--- config.mk ---
export PLATFORM = sky130hd
export DESIGN_NAME = adder_pipe
export DESIGN_NICKNAME = d
export VERILOG_FILES = /design/src/rtl/adder_pkg.sv /design/src/rtl/adder_stage.sv /design/src/rtl/adder_pipe.sv
export SDC_FILE = /design/constraint.sdc
export NUM_CORES = 1
export LEC_CHECK = 0
export CAP_MARGIN = 20
export CORE_MARGIN = 5
export CORE_UTILIZATION = 45
export CTS_BUF_LIST = sky130_fd_sc_hd__clkbuf_4
export DETAILED_ROUTE_END_ITERATION = 12
export GPL_TIMING_DRIVEN = 0
export PLACE_DENSITY = 0.78
export SLEW_MARGIN = 30
export SYNTH_ARGS = -nofsm -noshare
export SYNTH_HDL_FRONTEND = slang
export SYNTH_SLANG_ARGS = --single-unit
--- constraint.sdc ---
create_clock -name clk -period 1.5 [get_ports clk]
set_clock_uncertainty 0.1 [all_clocks]
set_input_delay 0.3 -clock clk [delete_from_list [all_inputs] [get_ports clk]]
set_output_delay 0.3 -clock clk [all_outputs]
set_load 0.02 [all_outputs]
--- src/rtl/adder_pkg.sv ---
// Shared sizing for the sliced ripple-carry pipeline: default operand width,
// default stage count and the per-stage slice width.
package adder_pkg;

  localparam int ADDER_WIDTH  = 8;
  localparam int ADDER_STAGES = 2;

  // Each stage consumes an equal, contiguous slice of the operands.
  function automatic int slice_width(input int width, input int stages);
    return width / stages;
  endfunction

endpackage

--- src/rtl/adder_stage.sv ---
// One registered slice of the carry pipeline: adds operand slice IDX with the incoming carry; 1 cycle.
// Backpressure: all state holds while en=0; async active-low reset clears valid, sum, carry and operands.
module adder_stage #(
  parameter int WIDTH = 8,
  parameter int SW    = 4,
  parameter int IDX   = 0
) (
  input  logic             clk,
  input  logic             rst_n,
  input  logic             en,
  input  logic             in_vld,
  input  logic [WIDTH-1:0] a_in,
  input  logic [WIDTH-1:0] b_in,
  input  logic [WIDTH-1:0] s_in,
  input  logic             c_in,
  output logic             vld_q,
  output logic [WIDTH-1:0] a_q,
  output logic [WIDTH-1:0] b_q,
  output logic [WIDTH-1:0] s_q,
  output logic             c_q
);

  localparam int LSB = IDX * SW;

  logic [SW:0]      slice_sum;
  logic [WIDTH-1:0] s_nxt;

  // Lower sum slices come in finished; only this stage's slice is filled in.
  always_comb begin
    slice_sum        = {1'b0, a_in[LSB +: SW]} + {1'b0, b_in[LSB +: SW]} + {{SW{1'b0}}, c_in};
    s_nxt            = s_in;
    s_nxt[LSB +: SW] = slice_sum[SW-1:0];
  end

  always_ff @(posedge clk or negedge rst_n) begin
    if (!rst_n) begin
      vld_q <= 1'b0;
      a_q   <= '0;
      b_q   <= '0;
      s_q   <= '0;
      c_q   <= 1'b0;
    end else if (en) begin
      vld_q <= in_vld;
      a_q   <= a_in;
      b_q   <= b_in;
      s_q   <= s_nxt;
      c_q   <= slice_sum[SW];
    end
  end

endmodule

--- src/rtl/adder_pipe.sv ---
// Pipelined a+b+ci (a-b-ci with sub when ADDER_PIPE_SUB_EN is defined); latency STAGES cycles, one set per cycle.
// Backpressure: whole pipe advances only when out_valid=0 or out_ready=1; in_ready mirrors that condition.
module adder_pipe
  import adder_pkg::*;
#(
  parameter int WIDTH  = ADDER_WIDTH,
  parameter int STAGES = ADDER_STAGES
) (
  input  logic             clk,
  input  logic             rst_n,
  input  logic             in_valid,
  output logic             in_ready,
  input  logic [WIDTH-1:0] a,
  input  logic [WIDTH-1:0] b,
  input  logic             ci,
`ifdef ADDER_PIPE_SUB_EN
  input  logic             sub,
`endif
  output logic             out_valid,
  input  logic             out_ready,
  output logic [WIDTH-1:0] s,
  output logic             co,
  output logic             ovf
);

  localparam int SW = slice_width(WIDTH, STAGES);

  if (WIDTH < 2 || STAGES < 1 || (WIDTH % STAGES) != 0) begin : g_bad_cfg
    $error("adder_pipe: WIDTH must be >= 2 and an exact multiple of STAGES");
  end

  logic             advance;
  logic [WIDTH-1:0] b_eff;
  logic             ci_eff;

  assign advance  = !out_valid || out_ready;
  assign in_ready = advance;

  // Subtraction is a + ~b + ~ci, so co=1 reads as "no borrow".
`ifdef ADDER_PIPE_SUB_EN
  assign b_eff  = sub ? ~b  : b;
  assign ci_eff = sub ? ~ci : ci;
`else
  assign b_eff  = b;
  assign ci_eff = ci;
`endif

  // Index k is the input of stage k; index STAGES is the pipe output.
  logic [STAGES:0]  vld_p;
  logic [STAGES:0]  c_p;
  logic [WIDTH-1:0] a_p [STAGES+1];
  logic [WIDTH-1:0] b_p [STAGES+1];
  logic [WIDTH-1:0] s_p [STAGES+1];

  assign vld_p[0] = in_valid;
  assign c_p[0]   = ci_eff;
  assign a_p[0]   = a;
  assign b_p[0]   = b_eff;
  assign s_p[0]   = '0;

  for (genvar k = 0; k < STAGES; k++) begin : g_stage
    adder_stage #(
      .WIDTH (WIDTH),
      .SW    (SW),
      .IDX   (k)
    ) u_stage (
      .clk    (clk),
      .rst_n  (rst_n),
      .en     (advance),
      .in_vld (vld_p[k]),
      .a_in   (a_p[k]),
      .b_in   (b_p[k]),
      .s_in   (s_p[k]),
      .c_in   (c_p[k]),
      .vld_q  (vld_p[k+1]),
      .a_q    (a_p[k+1]),
      .b_q    (b_p[k+1]),
      .s_q    (s_p[k+1]),
      .c_q    (c_p[k+1])
    );
  end

  logic a_msb;
  logic b_msb;

  assign a_msb     = a_p[STAGES][WIDTH-1];
  assign b_msb     = b_p[STAGES][WIDTH-1];
  assign out_valid = vld_p[STAGES];
  assign s         = s_p[STAGES];
  assign co        = c_p[STAGES];
  // All-zero registers after reset make this 0 as well.
  assign ovf       = (a_msb == b_msb) && (s[WIDTH-1] != a_msb);

  logic unused_operand_bits;
  assign unused_operand_bits = ^{a_p[STAGES][WIDTH-2:0], b_p[STAGES][WIDTH-2:0]};

endmodule

Word-level counts from Yosys, hierarchy flattened --
Index checks and enable logic that the tools add are counted.
Storage, ports and cells: word-level logic and storage cells 19, register bits after elaboration 48, output and inout port bits 12
Cells by class: add/subtract/negate cells 4, equality and inequality tests 2, reductions and logical operators 3
Operator list (count):
- $add A4 B4 Y5 | 2
- $add A5 B1 Y5 | 2
- $eq A1 B1 Y1 | 1
- $logic_and A1 B1 Y1 | 1
- $logic_not A1 Y1 | 1
- $logic_or A1 B1 Y1 | 1
- $ne A1 B1 Y1 | 1

Logic depth before layout (Yosys ltp) --
Gate-level depths: netlist of the first run.
word-level depth 2, depth in mapped cells 6

Modules after synthesis --
A second synthesis of the first run with hierarchy kept.
Second synthesis, totals: cell total of the unflattened synthesis 157, area total of the unflattened synthesis 2294.7 um^2
Modules (own cells, without submodules):
- adder_stage | area an instance 1131.1 um^2, cells an instance 76, instances 2, seq. area each 650.6 um^2
- adder_pipe | area an instance 32.5 um^2, cells an instance 5, instances 1, seq. area each 0.0 um^2

Least setup slack after synthesis of the first run --
Ideal clock, no wire load.
path type register -> register, from reg g_stage[0].u_stage.a_q[4], to reg g_stage[1].u_stage.s_q[5], stages on the path, launching flop included 5, slack -72 ps, path buffers 0, data arrival time 1399 ps, library setup time 73 ps, path through dfrtp_1 -> fa_1 -> inv_1 -> fa_1 -> a21oi_2
Between the ends: longest elaborated chain between the ends 2
Ends and longest elaborated chain:
- from (decl) | line adder_stage.sv:17 | output logic [WIDTH-1:0] a_q,
- from (signal assigned) | line adder_stage.sv:44 | a_q <= a_in;
- $add A4 B4 Y5 | line adder_stage.sv:30 | slice_sum = {1'b0, a_in[LSB +: SW]} + {1'b0, b_in[LSB +: SW]} + {{SW{1'b0}}, c_in};
- $add A5 B1 Y5 | line adder_stage.sv:30
- to (signal assigned) | line adder_stage.sv:46 | s_q <= s_nxt;
- to (decl) | line adder_stage.sv:19 | output logic [WIDTH-1:0] s_q,
Every way passes these cells. A chain may end at the register's enable or synchronous reset.

Worst setup path in the final report of the first run --
Same ends and word-level chain as after synthesis.

==> results of run 1 <==
[logic make-up (layout without fill, tap and decap cells)]
| family | after synthesis | after routing | synth area share (%) |
|---|---|---|---|
| AND/OR/NAND/NOR | 64 | 64 | 20.20 |
| flip-flops | 26 | 26 | 50.98 |
| AO/OA/AOI/OAI | 18 | 18 | 8.920 |
| buffers and inverters | 13 | 55 | 5.686 |
| adder cells (fa/ha/maj) | 10 | 10 | 12.16 |
| XOR/XNOR | 3 | 3 | 2.059 |
[area by class of cell]
cell class	instances	area (µm²)	share of cell area, %
Buffer	5	42.54	2.476
Inverter	8	30.03	1.748
Tap cell	31	38.79	2.258
Clock inverter	1	30.03	1.748
Clock buffer	3	22.52	1.311
Sequential cell	26	650.6	37.87
Timing Repair Buffer	38	342.8	19.96
Multi-Input combinational cell	95	560.5	32.63
[critical path, stage by stage (launching register included)]
cell	delay (ps)
dfrtp_1	430
fa_2	420
inv_2	70
fa_2	430
a21oi_2	130
[what timing repair did]
action / CTS / global route
gates resized for setup: 29 / 7
gates cloned: 0 / 0
pin swaps: 10 / 6
hold buffers: 1 / 0
hold endpoints to repair: 26 / 0
buffers inserted: 2 / 3
setup endpoints to repair: 20 / 10
[cell usage after synthesis]
library cell,n
nand2_1,52
dfrtp_1,26
nor2_1,8
inv_1,7
ha_1,6
o21ai_1,5
a21oi_2,4
fa_1,4
a21oi_1,3
o21ai_0,3
xor2_1,3
a21o_1,2
buf_4,2
buf_6,2
nor2b_1,2
buf_2,1
inv_2,1
nand2b_1,1
nor2b_4,1
o21ai_2,1
[where the power goes]
| part | internal (W) | leakage [nW] | switching (W) |
|---|---|---|---|
| logic | 0.000352 | 0.556 | 0.000430 |
| registers | 0.000859 | 0.309 | 0.0000986 |
| clock network | 0.000270 | 0.0279 | 0.000202 |
[through the flow]
step / total power [W] / setup TNS [ps] / hold WS [ps]
global placement: 0.001762 / -9574 / 343.4
floorplan: 0.001425 / -25.29 / -95.59
CTS: 0.002223 / -541.4 / 381.7
global route: 0.002360 / -831.6 / 362.8
finish: 0.002211 / -434.6 / 341.4
detailed placement: 0.001807 / -3304 / 227.1
[state kept, by name (all words and copies together), names as in the netlist]
name and count:
g_stage.u_stage.a_q 5, g_stage.u_stage.s_q 12, g_stage.u_stage.c_q 2, g_stage.u_stage.b_q 5
g_stage.u_stage.vld_q 2
[placed cells by master (no fill, tap or decap), drive strengths merged]
cell,n
a21o,2
a21oi,7
buf,13
bufinv,1
clkbuf,5
clkdlybuf4s50,14
dfrtp,26
dlygate4sd2,11
dlygate4sd3,1
dlymetal6s2s,2
fa,4
ha,6
inv,8
nand2,52
nand2b,1
nor2,8
nor2b,3
o21ai,9
xor2,3
[final timing paths]
kind	startpoint	end	slack, ps	cells past startpoint
setup / recovery	g_stage[0].u_stage.a_q[4]	g_stage[1].u_stage.s_q[5]	-130	4
hold / removal	a[1]	g_stage[0].u_stage.s_q[1]	340	4
setup reg to reg	g_stage[0].u_stage.a_q[4]	g_stage[1].u_stage.s_q[5]	-130	4
hold reg to reg	g_stage[1].u_stage.s_q[0]	g_stage[1].u_stage.s_q[0]	380	2
max in group asynchronous	rst_n	g_stage[0].u_stage.a_q[6]	540	2
min in group asynchronous	rst_n	g_stage[0].u_stage.c_q	390	2
[metal layers]
metal / global-route usage, % / vias to the layer above / wire length, µm
li1: - / 500 / -
met1: 15.38 / 472 / 1070
met2: 25.13 / 27 / 1371
met3: 4.263 / 6 / 150
met4: 4.675 / 0 / 38
met5: 0 / - / 0
==> metrics.md, run 1 <==
| Metric | Value |
|---|---|
| Cell Count Post-Placement | 197 |
| Total global routing overflow | 0 |
| Root Driver | clkbuf_4 |
| Final Cycle Share | 108.4% |
| GP Congestion | 0.7494 |
| Max-capacitance violation count | 0 |
| Syn_nets | between 150 and 200 |
| Vias | 1005 |
| Finished Core Util | 62.84% |
| Die Y-Extent | 63.26 µm |
| WL final | 2631 µm |
| First-pass GRT wire length | roughly 4500 µm |
| Top Ports | 33 |
| Violated checks | setup timing |
| Synthesized area | 0.001276 mm² |
| Slew @ Worst Pin | 564.8 ps |
| Clock slew at reported path FFs | between 100 and 150 ps |
| Fin area | 0.001718 mm² |
| Ys Warns | 0 |
| # DRC | 0 |
| Worst setup EP type | register |
| Vias in the first global route | 1056 |
| Status | finished with violations |
| Crit path time final | 1627 ps |
| Layout cell share with drive strength beyond 1 | 17.05% |
| Synth Register Bits | 26 |
| All-Layer GR Usage | 13.93% |
| RSZ-0062 raised after global routing | yes |
| Nets | 208 |
| Die width | roughly 63 µm |
| Yosys top cell by area | dfrtp_1 |
| Initial antenna violation count | 0 |
| Fillers | 236 |
| Clock sink count | 26 |
| Fmax achieved | around 0.61 GHz |
| Crit Path Class | reg2reg |
| Standard-cell rows | 19 |
| Worst setup SP type | register |
| Violation count after the first detailed-routing iteration | 28 |
| P_leak | 0.8929 nW |
| Initial core utilization | 46.68% |
| # diodes | 0 |
| Dpl ws | -617.0 ps |
| Largest net degree at the start of global routing | 27 |
| Buffers added on ports | 32 |
| Synthesized area per cell | ~9.5 µm² |
| Sequential area share after synthesis | 50.98% |
| Core footprint | around 0.0027 mm² |
| Routed length per instance | 12.71 µm |
| Dpl hpwl | around 2100 µm |
| Setup ws final | -126.7 ps |
| Largest cells by area after synthesis | dfrtp_1 (51%), nand2_1 (15%), fa_1 (6.3%), ha_1 (5.9%), a21oi_2 (2.7%) |
| CP Max Fanout | 2 |
| Slew Viols, Final | 0 |
| Min-Delay Path Class | in2reg |
| Die Footprint | 0.004001 mm² |
| Pwr/cell area | 1287 mW/mm² |
| Clock latency at the later pin of the worst-skew pair | between 300 and 400 ps |
| Clk buf depth | 2 |
| CP arrival | between 1500 and 2000 ps |
| Remaining antenna violation count | 0 |
| Num CTS Buffers | 3 |
| Setup violators final | 6 |
| DP Area | 0.001633 mm² |
| Worst vdd ir | 0.0007839 V |
| Vias/cell | 4.855 |
| WP data required | between 1500 and 2000 ps |
| Yosys cell types | 20 |
| H-tree depth | 1 |
| Router iterations before antenna repair | 4 |
| Finished Layout Cells | between 200 and 250 |
| Area grow syn2layout | 34.61% |
| Cells after Synth | between 100 and 150 |
| Post-synth top area share | 50.98% |
| CTS tree | done |
| Rel. slew slack | approximately 62% |
| Final Hold Fails | 0 |
Note: power is estimated with default switching activity, not from simulation.
==> run 2: changes to the inputs <==
GPL_ROUTABILITY_DRIVEN = 0   (was unset)
==> results of run 2 <==
The final DEF is identical to that of run 1; final timing and power are the same.
==> run 3: changes to the inputs <==
CAP_MARGIN = unset   (was 20)
==> results of run 3 <==
The final DEF is identical to that of run 1; final timing and power are the same.
